[src/rtl/stream_xbar_arbiter.sv]
// -----------------------------------------------------------------------------
// stream_xbar_arbiter
//
// Per-master-port round-robin arbiter for the AXI-Stream crossbar. It sits
// directly downstream of conflict_finder. Each master port runs a small
// IDLE/LOCKED FSM. In IDLE it picks one requesting slave port. In LOCKED it
// holds that grant for the whole packet, up to and including the TLAST
// handshake. The registered grants drive the slave-side TREADY, the
// master-side TVALID and the datapath mux selects.
//
// Optional feature macro: STREAM_XBAR_ARB_STATS_EN
//   When defined, the block adds one saturating counter per master. The
//   counter records how many arbitrations started while conflict_i was set.
//   The counters appear on the conflict_cnt_o port.
//
// Parameters:
//   S_DATA_COUNT  number of slave (input) ports
//   M_DATA_COUNT  number of master (output) ports
//   CNT_WIDTH     statistics counter width (stats build only)
//
// Ports:
//   clk             clock
//   rst_n           asynchronous active-low reset
//   s_valid_i       TVALID per slave port
//   s_dest_i        TDEST per slave port
//   s_last_i        TLAST per slave port
//   conflict_i      per-master conflict flag from conflict_finder
//   m_ready_i       TREADY per master port
//   s_ready_o       TREADY back to each slave port
//   grant_o         one-hot grant per master, all-zero when idle
//   m_sel_o         index of the granted slave, used as the mux select
//   m_valid_o       TVALID towards each master port
//   conflict_cnt_o  per-master conflict arbitration count (stats build only)
// -----------------------------------------------------------------------------
module stream_xbar_arbiter #(
    parameter int S_DATA_COUNT = 2,
    parameter int M_DATA_COUNT = 3,
`ifdef STREAM_XBAR_ARB_STATS_EN
    parameter int CNT_WIDTH    = 16,
`endif
    localparam int T_DEST_WIDTH = (M_DATA_COUNT > 1) ? $clog2(M_DATA_COUNT) : 1,
    localparam int S_SEL_WIDTH  = (S_DATA_COUNT > 1) ? $clog2(S_DATA_COUNT) : 1
) (
    input  logic                                        clk,
    input  logic                                        rst_n,
    input  logic [S_DATA_COUNT-1:0]                     s_valid_i,
    input  logic [S_DATA_COUNT-1:0][T_DEST_WIDTH-1:0]   s_dest_i,
    input  logic [S_DATA_COUNT-1:0]                     s_last_i,
    input  logic [M_DATA_COUNT-1:0]                     conflict_i,
    input  logic [M_DATA_COUNT-1:0]                     m_ready_i,
    output logic [S_DATA_COUNT-1:0]                     s_ready_o,
    output logic [M_DATA_COUNT-1:0][S_DATA_COUNT-1:0]   grant_o,
    output logic [M_DATA_COUNT-1:0][S_SEL_WIDTH-1:0]    m_sel_o,
    output logic [M_DATA_COUNT-1:0]                     m_valid_o
`ifdef STREAM_XBAR_ARB_STATS_EN
    ,
    output logic [M_DATA_COUNT-1:0][CNT_WIDTH-1:0]      conflict_cnt_o
`endif
);

    typedef enum logic {
        IDLE   = 1'b0,
        LOCKED = 1'b1
    } arb_state_e;

    arb_state_e                                 state_q [M_DATA_COUNT];
    arb_state_e                                 state_d [M_DATA_COUNT];
    logic [M_DATA_COUNT-1:0][S_DATA_COUNT-1:0]  grant_q;
    logic [M_DATA_COUNT-1:0][S_DATA_COUNT-1:0]  grant_d;
    logic [M_DATA_COUNT-1:0][S_SEL_WIDTH-1:0]   ptr_q;
    logic [M_DATA_COUNT-1:0][S_SEL_WIDTH-1:0]   ptr_d;
    logic [M_DATA_COUNT-1:0][S_DATA_COUNT-1:0]  req;
    logic [S_DATA_COUNT-1:0]                    slave_busy;

    // With a lone requester and no flagged conflict, the requester is taken
    // directly. Otherwise the scan starts at the pointer and wraps. The two
    // paths agree whenever exactly one bit is set. A stale conflict flag
    // therefore never changes the outcome; the local request vector decides.
    function automatic logic [S_DATA_COUNT-1:0] rr_pick(
        input logic [S_DATA_COUNT-1:0] r,
        input logic [S_SEL_WIDTH-1:0]  ptr,
        input logic                    conflict
    );
        logic [S_DATA_COUNT-1:0] pick;
        logic                    found;
        int                      idx;
        pick  = '0;
        found = 1'b0;
        if (!conflict && ($countones(r) == 1)) begin
            pick = r;
        end else begin
            for (int k = 0; k < S_DATA_COUNT; k++) begin
                idx = int'(ptr) + k;
                if (idx >= S_DATA_COUNT) begin
                    idx = idx - S_DATA_COUNT;
                end
                if (!found && r[idx]) begin
                    pick[idx] = 1'b1;
                    found     = 1'b1;
                end
            end
        end
        return pick;
    endfunction

    // Returns the slave index after the granted one, modulo S_DATA_COUNT.
    function automatic logic [S_SEL_WIDTH-1:0] next_ptr(
        input logic [S_DATA_COUNT-1:0] g
    );
        int nxt;
        nxt = 0;
        for (int s = 0; s < S_DATA_COUNT; s++) begin
            if (g[s]) begin
                nxt = (s + 1 == S_DATA_COUNT) ? 0 : s + 1;
            end
        end
        return S_SEL_WIDTH'(nxt);
    endfunction

    // A slave that any master has locked cannot request anywhere else.
    // A master in IDLE holds no grant, so OR-ing every master's grant gives
    // the "locked elsewhere" view for that master. Release happens at a clock
    // edge, so the released slave can request again from the next cycle.
    always_comb begin
        slave_busy = '0;
        for (int m = 0; m < M_DATA_COUNT; m++) begin
            slave_busy = slave_busy | grant_q[m];
        end
    end

    // A destination that is out of range matches no master. Such a slave
    // never requests, so it stays stalled.
    always_comb begin
        req = '0;
        for (int m = 0; m < M_DATA_COUNT; m++) begin
            for (int s = 0; s < S_DATA_COUNT; s++) begin
                req[m][s] = s_valid_i[s]
                          & (s_dest_i[s] == T_DEST_WIDTH'(m))
                          & ~slave_busy[s];
            end
        end
    end

    // Per-master next-state logic. In LOCKED, only the TLAST handshake of
    // the granted slave matters. Changes to dest and drops in valid are
    // ignored until then.
    always_comb begin
        state_d = state_q;
        grant_d = grant_q;
        ptr_d   = ptr_q;
        for (int m = 0; m < M_DATA_COUNT; m++) begin
            case (state_q[m])
                IDLE: begin
                    if (|req[m]) begin
                        grant_d[m] = rr_pick(req[m], ptr_q[m], conflict_i[m]);
                        state_d[m] = LOCKED;
                    end
                end
                LOCKED: begin
                    if ((|(grant_q[m] & s_valid_i & s_last_i)) && m_ready_i[m]) begin
                        grant_d[m] = '0;
                        ptr_d[m]   = next_ptr(grant_q[m]);
                        state_d[m] = IDLE;
                    end
                end
                default: begin
                    grant_d[m] = '0;
                    state_d[m] = IDLE;
                end
            endcase
        end
    end

    // State, grant and pointer registers. Reset abandons any packet in flight.
    always_ff @(posedge clk or negedge rst_n) begin
        if (!rst_n) begin
            for (int m = 0; m < M_DATA_COUNT; m++) begin
                state_q[m] <= IDLE;
            end
            grant_q <= '0;
            ptr_q   <= '0;
        end else begin
            state_q <= state_d;
            grant_q <= grant_d;
            ptr_q   <= ptr_d;
        end
    end

    // Datapath handshake signals come combinationally from the registered
    // grant, so TREADY and TVALID follow the live inputs within a beat.
    always_comb begin
        s_ready_o = '0;
        m_valid_o = '0;
        for (int m = 0; m < M_DATA_COUNT; m++) begin
            m_valid_o[m] = |(grant_q[m] & s_valid_i);
            s_ready_o    = s_ready_o | (grant_q[m] & {S_DATA_COUNT{m_ready_i[m]}});
        end
    end

    // One-hot to binary conversion for the mux select. An idle master
    // selects slave 0.
    always_comb begin
        m_sel_o = '0;
        for (int m = 0; m < M_DATA_COUNT; m++) begin
            for (int s = 0; s < S_DATA_COUNT; s++) begin
                if (grant_q[m][s]) begin
                    m_sel_o[m] = S_SEL_WIDTH'(s);
                end
            end
        end
    end

    assign grant_o = grant_q;

`ifdef STREAM_XBAR_ARB_STATS_EN
    logic [M_DATA_COUNT-1:0][CNT_WIDTH-1:0] conflict_cnt_q;
    logic [M_DATA_COUNT-1:0][CNT_WIDTH-1:0] conflict_cnt_d;

    // An arbitration counts when the master leaves IDLE while its conflict
    // flag is set. The counter saturates at all-ones.
    always_comb begin
        conflict_cnt_d = conflict_cnt_q;
        for (int m = 0; m < M_DATA_COUNT; m++) begin
            if ((state_q[m] == IDLE) && (|req[m]) && conflict_i[m]
                && (conflict_cnt_q[m] != {CNT_WIDTH{1'b1}})) begin
                conflict_cnt_d[m] = conflict_cnt_q[m] + CNT_WIDTH'(1);
            end
        end
    end

    // Statistics counter registers, cleared by reset.
    always_ff @(posedge clk or negedge rst_n) begin
        if (!rst_n) begin
            conflict_cnt_q <= '0;
        end else begin
            conflict_cnt_q <= conflict_cnt_d;
        end
    end

    assign conflict_cnt_o = conflict_cnt_q;
`endif

endmodule

[config.mk]
export PLATFORM = sky130hd
export DESIGN_NAME = stream_xbar_arbiter
export DESIGN_NICKNAME = d
export VERILOG_FILES = /design/src/rtl/stream_xbar_arbiter.sv
export SDC_FILE = /design/constraint.sdc
export NUM_CORES = 1
export LEC_CHECK = 0
export BUFFER_PORTS_ARGS = -buffer_cell sky130_fd_sc_hd__buf_2
export CORE_MARGIN = 1.5
export CORE_UTILIZATION = 46
export DETAILED_ROUTE_END_ITERATION = 8
export GPL_ROUTABILITY_DRIVEN = 0
export HOLD_SLACK_MARGIN = 0.15
export PLACE_DENSITY = 0.75
export SLEW_MARGIN = 20
export SYNTH_ARGS = -nofsm -noshare
export SYNTH_HDL_FRONTEND = slang
export SYNTH_SLANG_ARGS = --single-unit
[constraint.sdc]
create_clock -name clk -period 2.7 [get_ports clk]
set_clock_uncertainty 0.2 [all_clocks]
set_input_delay 0.27 -clock clk [delete_from_list [all_inputs] [get_ports clk]]
set_output_delay 0.27 -clock clk [all_outputs]
set_load 0.01 [all_outputs]
# Word level (Yosys, flattened, before mapping)
# Index checks and enable logic that the tools add are counted.
[word_totals] register_bits=12 wordCells=234 output_inout_bits=14
[classes] n_mux=111 magnitude_cmp=18 n_bitwise=33 add_sub_neg=12 eq_ne=13 reduce_logical=38
[ops] cell="$mux W32" n=24
[ops] cell="$ge A32 B1 Y1 const B" n=6
[ops] cell="$lt A32 B3 Y1 const B" n=6
[ops] cell="$mux W1" n=51
[ops] cell="$mux W2" n=24
[ops] cell="$and A2 B2 Y2" n=9
[ops] cell="$reduce_or A2 Y1" n=9
[ops] cell="$logic_and A1 B1 Y1" n=15
[ops] cell="$or A2 B2 Y2" n=7
[ops] cell="$and A1 B1 Y1" n=12
[ops] cell="$pmux W2 S2" n=3
[ops] cell="$reduce_and A2 Y1" n=6
[ops] cell="$eq A2 B1 Y1 const B" n=5
[ops] cell="$sub A1 B2 Y3 const B" n=3
[ops] cell="$sub A2 B2 Y3 const B" n=3
[ops] cell="$add A1 B1 Y2" n=3
[ops] cell="$add A1 B1 Y2 const B" n=3
[ops] cell="$demux W1 S1" n=6
[ops] cell="$ge A1 B2 Y1 const B" n=3
[ops] cell="$ge A2 B2 Y1 const B" n=3
[ops] cell="$logic_not A1 Y1" n=6
[ops] cell="$ne A2 B1 Y1 const B" n=3
[ops] cell="$ne A2 B2 Y1 const B" n=3
[ops] cell="$pmux W1 S2" n=3
[ops] cell="other kinds (3)" n=9

# Longest topological paths before layout
[depth] ltp_word=23 ltp_mapped=7

# Worst setup path before layout
# No wires, ideal clock.
[synth_timing] kind="register -> register" from="register grant_q (netlist bit grant_o[2])" to="register grant_q (netlist bit grant_o[4])" stages_incl_launch_ff=6 period_less_slack_ps=2001 n_path_buf=0 arrival_time_ps=1700 slack_ps=699 cell_sequence="dfrtp_1 > nor4b_4 > nand3b_1 > ha_1 > or2_2 > o32ai_1"
[synth_between] elab_chain_len=17 word_cells_on_any_way=31 classes_between="add/sub: 1; eq/ne: 2; mux: 18; bitwise: 5; reduce/logical: 5"
[synth_lines] element="start: declaration" line="68" rtl="logic [M_DATA_COUNT-1:0][S_DATA_COUNT-1:0] grant_q;"
[synth_lines] element="start signal: assignment" line="184" rtl="grant_q <= grant_d;"
[synth_lines] element="$or A2 B2 Y2 (*) (2 in series)" line="127" rtl="slave_busy = slave_busy | grant_q[m];"
[synth_lines] element="$not A1 Y1 (*)" line="139" rtl="& ~slave_busy[s];"
[synth_lines] element="$and A1 B1 Y1 (*)" line="139"
[synth_lines] element="$mux W1 (not written as such) (3 in series)" line="97" rtl="if (!found && r[idx]) begin"
[synth_lines] element="$mux W1" line="97"
[synth_lines] element="$mux W1" line="89" rtl="if (!conflict && ($countones(r) == 1)) begin"
[synth_lines] element="$mux W1" line="154" rtl="if (|req[m]) begin"
[synth_lines] element="$mux W1" line="152" rtl="case (state_q[m])"
[synth_lines] element="$logic_not A1 Y1" line="97"
[synth_lines] element="$logic_and A1 B1 Y1" line="97"
[synth_lines] element="$mux W2" line="97"
[synth_lines] element="$mux W2" line="89"
[synth_lines] element="$mux W2" line="154"
[synth_lines] element="$pmux W2 S2" line="152"
# Mark *: on every way between the ends. The rest lies on a longest branch, timed or not. The select of a mux whose other input is x is not followed.
# A chain may end at the register's enable or synchronous reset.

# Worst setup path after layout
# Ends and elaborated chain as after synthesis.

==> impl_results.md <==
- Slew Viols, Final: 0
- Die Footprint: 2009 um2
- Fin nets: 134
- Pin count of the biggest net entering global routing: 13
- Resize count post-CTS: 0
- Relative slew margins: 73.25%
- Share of cells above drive strength 1: 35.96%
- Post-synthesis sequential area ratio: 37.33%
- Total power divided by cell area: 577.6 nW/um2
- Pre-CTS WS: 550.9 ps
- Peak Freq: 458.8 MHz
- Critical path's slowest cell: dfrtp_1
- Kind of critical path: flip-flop to flip-flop
- Mapped cell area: 804.5 um2
- Post-CTS setup buffer count: 0
- Worst endpoint required time: 2670 ps
- Post-DRT Antenna Nets: 0
- DRT Pass-1 Iters: 4
- Total Wirelength: 1870 um
- Global-route wire length before repair: 3153 um
- # setup viols final: 0
- Synth Instances: 83
- Port bufs: 29
- Startpoint Class: flip-flop
- Detailed Route Iter0 Violations: 19
- Actual slew at the worst max-slew pin: 399.6 ps
- Number of global-route vias before repair: 701
- Hpwl dp: 1391 um
- Number of diodes: 0
- Worst-Skew Late Latency: 270 ps
- # IOs: 30
- Status: complete, no violations
- Minimum clock period: 2180 ps
- Delay-heaviest family, CP: simple AND/OR/NAND/NOR gates
- Drt via density: 5.885
- Die width: 44.82 um
- Syn_nets: 102
- Worst setup margin: 520.4 ps
- Post-synthesis cell type count: 29
- Core area: 1577 um2
- Mapped Avg Cell Area: 9.693 um2
- Root Driver: clkbuf_4
- CTS tree: done
- H-tree depth: 1
- Crit path cell chain: nor4b_4 > nand3b_1 > ha_1 > or2_2 > o32ai_1
- Crit path DAT: 2150 ps
- Wire length per cell: 14.38 um
- CTS buffer count: 3
- Grt ovf: 0
- Crit end category: flip-flop
- Worst VDD drop: 0.0002917 V
- Pleak: 0.5089 nW
- Row cnt: 14
- Crit path max fanout: 7
- Post-synthesis register bit count: 12
- Total GRT Usage: 21.14%
- Hold Violations, Final: 0
- Clk sinks: 12
- Die Height: 44.82 um
- Initial antenna violation count: 0
- Worst path max stage delay: 480 ps
- Min-Delay Path Class: primary input to flip-flop
- Starting Density: 51.03%
- Buf/Inv on CP: 0
- Max Cap Viol: 0
- Setup TNS: 0 ps
- Synth Warn #: 0
- CTS Hold Bufs: 1
- Fin crit share: 80.73%
- DRC Markers: 0
- Clock Path Buffers: 2
- Via count: 765
- RSZ-0062 raised after global routing: no
- Area Growth Syn to Fin: 23.48%
- Clock-pin slew on the worst setup and hold paths: 80 ps
## final timing paths
check | slack, ps | to | start | cells after the start
min | 160 | grant_o[5]$_DFFE_PN0P_ | s_dest_i[3] | 3
max reg2reg | 520 | grant_o[4]$_DFFE_PN0P_ | grant_o[2]$_DFFE_PN0P_ | 5
min in group asynchronous | 200 | ptr_q[1]$_DFFE_PN0P_ | rst_n | 2
max | 520 | grant_o[4]$_DFFE_PN0P_ | grant_o[2]$_DFFE_PN0P_ | 5
max in group asynchronous | 1880 | grant_o[0]$_DFFE_PN0P_ | rst_n | 2
min reg2reg | 330 | ptr_q[0]$_DFFE_PN0P_ | ptr_q[0]$_DFFE_PN0P_ | 2
## stage by stage
step / std cells / total power, W / hold slack [ps] / area (um2) / util, %
after CTS: 130 / 0.0005773 / 157.2 / 993.5 / 63.02
after detailed placement: 125 / 0.0004281 / -29.82 / 947.2 / 60.08
after global routing: 130 / 0.0006091 / 184.6 / 993.5 / 63.02
after floorplan: 83 / 0.0003628 / -225.6 / 804.5 / -
after global placement: 125 / 0.0004245 / -33.43 / 947.2 / 60.08
final: 130 / 0.0005738 / 161.6 / 993.5 / 63.02
## per-layer routing
layer | global-route usage [%] | vias to the layer above | wire length, um
li1 | - | 371 | -
met1 | 29.72 | 353 | 892
met2 | 32.75 | 41 | 811
met3 | 4.000 | 0 | 166
met4 | 7.059 | 0 | 0
met5 | 0 | - | 0
## tightest hold or removal path, delay by kind of cell
| family | cells | cell delay (ps) |
|---|---|---|
| buf+inv | 1 | 110 |
| compound gates | 1 | 90 |
| simple gates | 1 | 130 |
## registers in the layout (all words and copies together) (netlist names)
signal   cells
grant_o      6
state_q      3
ptr_q        3
## final cells by class
cell class	instances	area, um2
Tap cell	16	20.02
Inverter	5	18.77
Sequential cell	12	300.3
Multi-Input combinational cell	63	462.9
Clock buffer	4	36.28
Fill cell	135	583.1
Timing Repair Buffer	30	155.1
## where the power goes
group | leakage, nW | internal, W | switching (W)
Clock | 0.0210 | 0.0000819 | 0.0000640
Combinational | 0.336 | 0.0000915 | 0.0000881
Sequential | 0.152 | 0.000204 | 0.0000446
## synth_stat cells, drive strengths merged
library cell | n | share of area [%]
a222oi | 2 | 2.5
nand3b | 5 | 4.7
o32ai | 2 | 2.2
a21oi | 4 | 2.5
nor2b | 4 | 3.1
buf | 3 | 2.8
nand2 | 8 | 3.7
nor3b | 2 | 1.9
o41ai | 2 | 2.2
nor4b | 2 | 5.9
nor2 | 2 | 0.93
a21boi | 1 | 0.93
inv | 5 | 2.3
ha | 3 | 4.7
and3 | 2 | 1.6
nor3 | 3 | 1.9
nand3 | 4 | 2.5
o211ai | 3 | 2.8
nand2b | 2 | 1.6
o31ai | 1 | 0.93
mux2 | 2 | 2.8
and2b | 1 | 1.1
o21ai | 1 | 0.62
o21bai | 1 | 0.93
o22ai | 1 | 0.78
or2 | 2 | 1.6
dfrtp | 12 | 37
a22o | 3 | 3.4
## cell families (layout without fill, tap and decap cells)
family / count (synthesis) / after routing / share of synthesized area (%)
simple gates: 37 / 37 / 30.33
compound gates: 21 / 21 / 19.75
flops: 12 / 12 / 37.33
buf+inv: 8 / 39 / 5.132
fa+ha+maj: 3 / 3 / 4.666
mux: 2 / 2 / 2.799
## cell usage in the layout (no fill, tap or decap), types with 2 or more instances in the layout
master    Yosys  final
buf_2         0     29
dfrtp_1      12     12
nand2_1       8      8
nand3b_1      5      5
inv_1         5      5
nand3_1       4      4
a21oi_1       4      4
nor2b_1       4      4
o211ai_1      3      3
nor3_1        3      3
ha_1          3      3
clkbuf_4      0      3
nor4b_4       2      2
nor2_1        2      2
a222oi_1      2      2
a22o_1        2      2
and3_1        2      2
nor3b_1       2      2
o41ai_1       2      2
or2_2         2      2
o32ai_1       2      2
nand2b_1      2      2
mux2_2        2      2
(Power assumes the default switching activity.)
